**src/rtl/display_scan_controller_if.sv**
```systemverilog
// Digit-update handshake between the value producer and the scan controller.
// The producer holds digits_in stable while update_req is high.
interface display_scan_controller_if #(
  parameter int NUM_DIGITS = 2
);
  logic [4*NUM_DIGITS-1:0] digits_in;
  logic                    update_req;
  logic                    update_ack;

  modport master (
    output digits_in,
    output update_req,
    input  update_ack
  );

  modport slave (
    input  digits_in,
    input  update_req,
    output update_ack
  );
endinterface

```
**src/rtl/display_scan_controller.sv**
```systemverilog
// Multiplexed seven-segment scan with blanking gaps and frame-aligned updates.
// Optional brightness dimming is enabled by defining DISP_DIM_EN.
module display_scan_controller #(
  parameter int NUM_DIGITS   = 2,
  parameter int DWELL_CYCLES = 48000,
  parameter int BLANK_CYCLES = 480
) (
  input  logic                      clk,
  input  logic                      reset_n,
  display_scan_controller_if.slave  upd,
`ifdef DISP_DIM_EN
  input  logic [3:0]                bright,
`endif
  output logic [3:0]                nibble,
  output logic [NUM_DIGITS-1:0]     anode_n,
  output logic                      frame_start
);

  localparam int CMAX = (DWELL_CYCLES > BLANK_CYCLES) ?
                        DWELL_CYCLES : BLANK_CYCLES;
  localparam int CW = $clog2(CMAX + 1);
  localparam int IW = (NUM_DIGITS > 1) ? $clog2(NUM_DIGITS) : 1;

  localparam logic [0:0] ST_BLANK = 1'b0;
  localparam logic [0:0] ST_ON    = 1'b1;

  localparam logic [CW-1:0] DW_LAST = CW'(DWELL_CYCLES - 1);
  localparam logic [CW-1:0] BL_LAST =
    (BLANK_CYCLES > 0) ? CW'(BLANK_CYCLES - 1) : '0;
  localparam logic [IW-1:0] IDX_LAST = IW'(NUM_DIGITS - 1);

  logic [0:0]                  state_q, state_d;
  logic [IW-1:0]               idx_q, idx_d;
  logic [CW-1:0]               cnt_q, cnt_d;
  logic [NUM_DIGITS-1:0][3:0]  shadow_q, shadow_d;
  logic                        init_q;
  logic [3:0]                  nibble_q, nibble_d;
  logic [NUM_DIGITS-1:0]       anode_q, anode_d;
  logic                        ack_q, ack_d;
  logic                        fs_q, fs_d;

  logic blank_done;
  logic on_done;
  logic last_dig;
  logic boundary;
  logic on_entry;
  logic lit;

  assign blank_done = (state_q == ST_BLANK) &&
                      ((BLANK_CYCLES == 0) || (cnt_q == BL_LAST));
  assign on_done    = (state_q == ST_ON) && (cnt_q == DW_LAST);
  assign last_dig   = (idx_q == IDX_LAST);
  // The first blank after reset counts as a frame boundary too.
  assign boundary   = init_q || (on_done && last_dig);

  always_comb begin
    state_d  = state_q;
    idx_d    = idx_q;
    cnt_d    = cnt_q;
    on_entry = 1'b0;
    unique case (1'b1)
      blank_done: begin
        state_d  = ST_ON;
        cnt_d    = '0;
        on_entry = 1'b1;
      end
      on_done: begin
        idx_d = last_dig ? '0 : idx_q + 1'b1;
        cnt_d = '0;
        if (BLANK_CYCLES == 0) begin
          state_d  = ST_ON;
          on_entry = 1'b1;
        end else begin
          state_d = ST_BLANK;
        end
      end
      default: cnt_d = cnt_q + 1'b1;
    endcase
  end

  always_comb begin
    shadow_d = shadow_q;
    ack_d    = 1'b0;
    if (boundary && upd.update_req) begin
      shadow_d = upd.digits_in;
      ack_d    = 1'b1;
    end
  end

`ifdef DISP_DIM_EN
  logic [3:0]    bright_q, bright_d;
  logic [CW+4:0] lim;

  assign bright_d = on_entry ? bright : bright_q;
  assign lim = (CW+5)'({1'b0, bright_d} + 5'd1) *
               (CW+5)'(DWELL_CYCLES / 16);
  assign lit = (state_d == ST_ON) && ({5'b0, cnt_d} < lim);

  always_ff @(posedge clk or negedge reset_n) begin
    if (!reset_n) bright_q <= '0;
    else          bright_q <= bright_d;
  end
`else
  assign lit = (state_d == ST_ON);
`endif

  always_comb begin
    nibble_d = shadow_d[idx_d];
    fs_d     = on_entry && (idx_d == '0);
    anode_d  = '1;
    if (lit) anode_d = ~(NUM_DIGITS'(1) << idx_d);
  end

  always_ff @(posedge clk or negedge reset_n) begin
    if (!reset_n) begin
      state_q  <= ST_BLANK;
      idx_q    <= '0;
      cnt_q    <= '0;
      shadow_q <= '0;
      init_q   <= 1'b1;
      nibble_q <= '0;
      anode_q  <= '1;
      ack_q    <= 1'b0;
      fs_q     <= 1'b0;
    end else begin
      state_q  <= state_d;
      idx_q    <= idx_d;
      cnt_q    <= cnt_d;
      shadow_q <= shadow_d;
      init_q   <= 1'b0;
      nibble_q <= nibble_d;
      anode_q  <= anode_d;
      ack_q    <= ack_d;
      fs_q     <= fs_d;
    end
  end

  assign nibble         = nibble_q;
  assign anode_n        = anode_q;
  assign frame_start    = fs_q;
  assign upd.update_ack = ack_q;

endmodule

```
**src/flat_wrapper.sv**
```systemverilog
// flat-port wrapper written by rule: the top's interface ports become plain ports
module display_scan_controller_flat 
#(
  parameter int NUM_DIGITS   = 2,
  parameter int DWELL_CYCLES = 48000,
  parameter int BLANK_CYCLES = 480
)
  (clk, reset_n, nibble, anode_n, frame_start, upd_digits_in, upd_update_req, upd_update_ack);
  display_scan_controller_if #(.NUM_DIGITS(NUM_DIGITS)) upd_i ();
  input  logic clk;
  input  logic reset_n;
  output logic [3:0] nibble;
  output logic [NUM_DIGITS-1:0] anode_n;
  output logic frame_start;
  input wire logic [$bits(upd_i.digits_in)-1:0] upd_digits_in;
  input wire logic [$bits(upd_i.update_req)-1:0] upd_update_req;
  output wire logic [$bits(upd_i.update_ack)-1:0] upd_update_ack;
  assign upd_i.digits_in = upd_digits_in;
  assign upd_i.update_req = upd_update_req;
  assign upd_update_ack = upd_i.update_ack;
  display_scan_controller #(.NUM_DIGITS(NUM_DIGITS), .DWELL_CYCLES(DWELL_CYCLES), .BLANK_CYCLES(BLANK_CYCLES)) u_core (.clk(clk), .reset_n(reset_n), .upd(upd_i), .nibble(nibble), .anode_n(anode_n), .frame_start(frame_start));
endmodule
```
**config.mk**
```make
export PLATFORM = sky130hd
export DESIGN_NAME = display_scan_controller_flat
export DESIGN_NICKNAME = d
export VERILOG_FILES = /design/src/rtl/display_scan_controller_if.sv /design/src/rtl/display_scan_controller.sv /design/src/flat_wrapper.sv
export SDC_FILE = /design/constraint.sdc
export NUM_CORES = 1
export LEC_CHECK = 0
export ABC_AREA = 0
export CAP_MARGIN = 20
export CELL_PAD_IN_SITES_DETAIL_PLACEMENT = 1
export CELL_PAD_IN_SITES_GLOBAL_PLACEMENT = 2
export CORE_MARGIN = 1.5
export CORE_UTILIZATION = 36
export DETAILED_ROUTE_END_ITERATION = 8
export GPL_ROUTABILITY_DRIVEN = 0
export PLACE_DENSITY_LB_ADDON = 0.3
export SYNTH_ARGS = -nofsm -noshare
export SYNTH_HDL_FRONTEND = slang
export SYNTH_SLANG_ARGS = --single-unit
```
**constraint.sdc**
```tcl
create_clock -name clk -period 2.96 [get_ports clk]
set_input_delay 0.296 -clock clk [delete_from_list [all_inputs] [get_ports clk]]
set_output_delay 0.296 -clock clk [all_outputs]
set_load 0.01 [all_outputs]
```
After elaboration in Yosys (flattened, before gate mapping)
Index checks and enable logic that the tools add are counted.
{"block": "totals", "wordCells": 36, "out_inout_bits": 8, "reg_bits": 35, "input_bits": 11}
{"block": "classes", "shift": 1, "bitwise_logic": 3, "magnitude_cmp": 1, "eq_ne": 2, "reduce_logical": 7, "n_mux": 10, "addsub": 2}
{"cell": "$add A16 B1 Y16 const B", "n": 1}
{"cell": "$eq A16 B16 Y1 const B", "n": 1}
{"cell": "$eq A16 B9 Y1 const B", "n": 1}
{"cell": "$mux W16", "n": 1}
{"cell": "$mux W4", "n": 2}
{"cell": "$mux W8", "n": 1}
{"cell": "$logic_and A1 B1 Y1", "n": 5}
{"cell": "$mux W1", "n": 4}
{"cell": "$lt A1 B2 Y1 const B", "n": 1}
{"cell": "$mux W2", "n": 1}
{"cell": "$not A1 Y1", "n": 2}
{"cell": "$not A2 Y2", "n": 1}
{"cell": "$pmux W1 S2", "n": 1}
{"cell": "$reduce_or A2 Y1", "n": 1}
{"cell": "$shl A1 B1 Y2 const A", "n": 1}
{"cell": "$add A1 B1 Y1 const B", "n": 1}
{"cell": "$logic_or A1 B1 Y1", "n": 1}

Longest topological paths before layout
{"block": "depth", "depth_word": 8, "ltp_mapped": 8, "mapped_depth_nobuf": 8}

Worst setup path after synthesis
Ideal clock, no wire load.
{"block": "synth_timing", "path_kind": "flip-flop to flip-flop", "from": "reg u_core.cnt_q[0]", "to": "reg u_core.nibble_q[0], in the netlist u_core.nibble[0]", "setup_slack_ns": 0.491, "synth_period_minus_slack_ns": 2.469, "setup_ns": 0.125, "arrival_time_ns": 2.344, "required_time_ns": 2.835, "path_stages_with_launch": 9, "n_path_buf": 0, "cell_sequence": "dfrtp_1 -> ha_1 -> and4_1 -> nand3_1 -> nor3_1 -> ha_1 -> o21ai_1 -> mux2_2 -> mux2_2"}
{"item": "start, declared", "line_no": "display_scan_controller.sv:34", "text": "logic [CW-1:0] cnt_q, cnt_d;"}
{"item": "start signal, assigned", "line_no": "display_scan_controller.sv:128", "text": "cnt_q <= cnt_d;"}
{"item": "end signal, assigned", "line_no": "display_scan_controller.sv:131", "text": "nibble_q <= nibble_d;"}
{"item": "end, declared", "line_no": "display_scan_controller.sv:37", "text": "logic [3:0] nibble_q, nibble_d;"}

==> run summary <==
status: finished clean
DIE AREA: 4567 um2
most instantiated library cell after synthesis: dfrtp_1
Yosys reg bits: 35
Synth-to-Final Area Change: 22.58%
DRT Pass-1 Iters: 2
cell taking the most area after synthesis: dfrtp_1
share of layout cells above drive strength 1: 18.18%
largest family of logic cells by synthesized area: simple AND/OR/NAND/NOR gates
Net count, final: 166
Clock Pin Slew Worst Setup and Hold Paths: 70 ps
postcts setup bufs: 0
antenna cell count: 0
Hold Crit Class: input port to async pin
antenna violations before repair: 0
Worst EP arrival: 2600 ps
Final min period: 2431 ps
top post-synthesis cells by area: dfrtp_1 53%, mux2_2 9.0%, dfstp_2 5.3%
Die W: 67.58 um
CTS Hold Bufs: 0
syn_area_per_cell: 11.82 um2
XOR/XNOR Fraction of Synth Area: 5.833%
worst-path cell chain: ha_1, and4_1, nand3_1, nor3_1, ha_1, o21ai_1, buf_4, mux2_2, mux2_2
skew final: 13.21 ps
Power Dens Cells: 502.1 nW/um2
post-place instance area: 1755 um2
Worst-Skew Late Latency: 290 ps
row cnt: 23
Synth Area in Compound Gates: 6.250%
pin count of the biggest net entering global routing: 36
Worst VDD drop: 0.2472 mV
critical setup path kind: register to register
detailed-route via count: 1026
Multi-input gate area: 610.6 um2
first-pass GRT wire length: 4864 um
Core ar.: 4000 um2
hpwl dp: 2207 um
Tot GR Track Use: 15.35%
syn_nets: 140
Final Hold Viols: 0
initial detailed-routing violation count: 31
CTS sink count: 35
RSZ-0062 raised after global routing: no
Max Cap Viol: 0
TritonCTS buffer count: 5
IO Count: 19
startpoint types: register
sequential cell area fraction in the yosys report: 58.58%
placed instance count: 196
Worst Path Buf+Inv: 1
Post-synth EDFFs: 0
setup TNS: 0 ps
slowest stage delay, CP: 410 ps
H-tree depth: 2
Yosys cell types: 31
Achievable Freq: 411.3 MHz
post-synthesis mux area share: 9.000%
DR vias/cell: 5.029
clk buf depth: 2
Max Fanout on Critical Path: 9
crit end category: register
Die Y: 67.58 um
CP required: 3130 ps
Mapped Area: 1501 um2
Root Driver: clkbuf_8
Routed WL per cell: 14.80 um
final setup vio count: 0
post-CTS sizing: 0
CTS tree: done
simple-gate area share of the yosys netlist: 17.67%
non-filler instance count after layout: 204
final period utilization: 82.15%
Antenna Nets Post-Route: 0
dominant synthesized flop cell: dfrtp_1
adder and majority cell fraction of the synthesized area: 1.667%
Initial Utilization: 37.54%
Post-synth ARST share: 100.0%
max-slew violation count: 0
YS warnings: 0
CP max-delay cell: dfrtp_1
GR Overflow Total: 0
Reg area: 879.6 um2
total detailed-routing wirelength: 3019 um
fillers: 430
cell count after synthesis: 127
vias in the first global route: 1024
Post-synth top cells: 32 x dfrtp_1, 12 x mux2_2, 11 x nor2_1, 9 x nand2_1
# DRC: 0
Pleak: 0.7648 nW
Design Area, Final: 1841 um2
top cell type's share of synthesized area: 53.33%
Port Buf Inserts: 18
Hold WS: 401.1 ps
CP delay by family, top: multiplexers
-- flip-flops by register name, summed over array words and instances, names as in the netlist --
signal	flops
u_core.cnt_q	16
u_core.shadow_q	8
u_core.nibble	4
u_core.anode_n	2
u_core.frame_start	1
u_core.idx_q	1
u_core.init_q	1
u_core.state_q	1
u_core.upd.update_ack	1
-- worst reg2reg max path, stage by stage (launching register included) --
cell	delay (ps)
dfrtp_1	410
ha_1	270
and4_1	180
nand3_1	240
nor3_1	110
ha_1	180
o21ai_1	110
buf_4	190
mux2_2	360
mux2_2	260
-- cell families (layout without fill, tap and decap cells) --
kind of cell             Yosys count  count (layout)
other                              1               1
flip-flops                        35              35
multiplexers                      12              12
AND/OR/NAND/NOR                   49              49
buffers and inverters              3              30
AO/OA/AOI/OAI                     15              15
XOR/XNOR                          10              10
adder cells (fa/ha/maj)            2               2
-- path summary, 6_finish.rpt --
check	startpoint	endpoint	slack, ps	cells past startpoint
max	u_core.cnt_q[0]	u_core.nibble[0]	530	9
min	reset_n	u_core.shadow_q[2]	400	2
max reg2reg	u_core.cnt_q[0]	u_core.nibble[0]	530	9
min reg2reg	u_core.cnt_q[0]	u_core.cnt_q[0]	500	1
max in group asynchronous	reset_n	u_core.init_q	2220	2
min in group clk	u_core.cnt_q[0]	u_core.cnt_q[0]	500	1
-- cell type report --
cell class              instances  area share, %
clock inverters                 2         0.6798
well taps                      50          3.399
multi-input cells              89          33.17
flip-flops and latches         35          47.79
clock buffers                   6          3.943
repair buffers                 20          10.60
inverters                       2         0.4079
-- through the flow --
step                util [%]  power [W]  setup slack [ps]
floorplan                  -  0.0005500             491.5
global placement       43.88  0.0005939             629.4
detailed placement     43.88  0.0005989             538.3
CTS                    46.01  0.0009400             517.9
global route           46.01  0.0009656             375.6
finish                 46.01  0.0009242             528.5
-- where the power goes --
| group | switching [W] | internal, W |
|---|---|---|
| Clock | 0.000172 | 0.000164 |
| Sequential | 0.00000599 | 0.000504 |
| Combinational | 0.0000305 | 0.0000473 |
| Total | 0.000209 | 0.000715 |
-- routing by layer --
| layer | wire [um] | up-vias | part of all wire (%) | GRT usage (%) |
|---|---|---|---|---|
| li1 | - | 498 | - | - |
| met1 | 1368 | 504 | 45 | 18.41 |
| met2 | 1428 | 18 | 47 | 23.16 |
| met3 | 162 | 6 | 5.4 | 6.500 |
| met4 | 59 | 0 | 2.0 | 8.418 |
| met5 | 0 | - | 0 | 0 |
-- cell usage in the layout, fill, tap and decap left out, drive strengths merged --
cell type	instances
o31ai	1
o21ai	6
clkbuf	6
dfstp	3
or4	4
inv	2
o21bai	1
conb	1
nor2	11
nand2	9
nand3b	1
buf	2
ha	2
nor2b	1
clkinv	1
nand2b	2
or3	3
nor3	5
clkdlybuf4s50	18
nor4	2
clkinvlp	1
dfrtp	32
a21oi	6
nand4	3
nand3	6
xnor2	6
xor2	4
or2	1
o21a	1
mux2	12
and4	1
No activity file was read; power rests on OpenSTA's default activity.
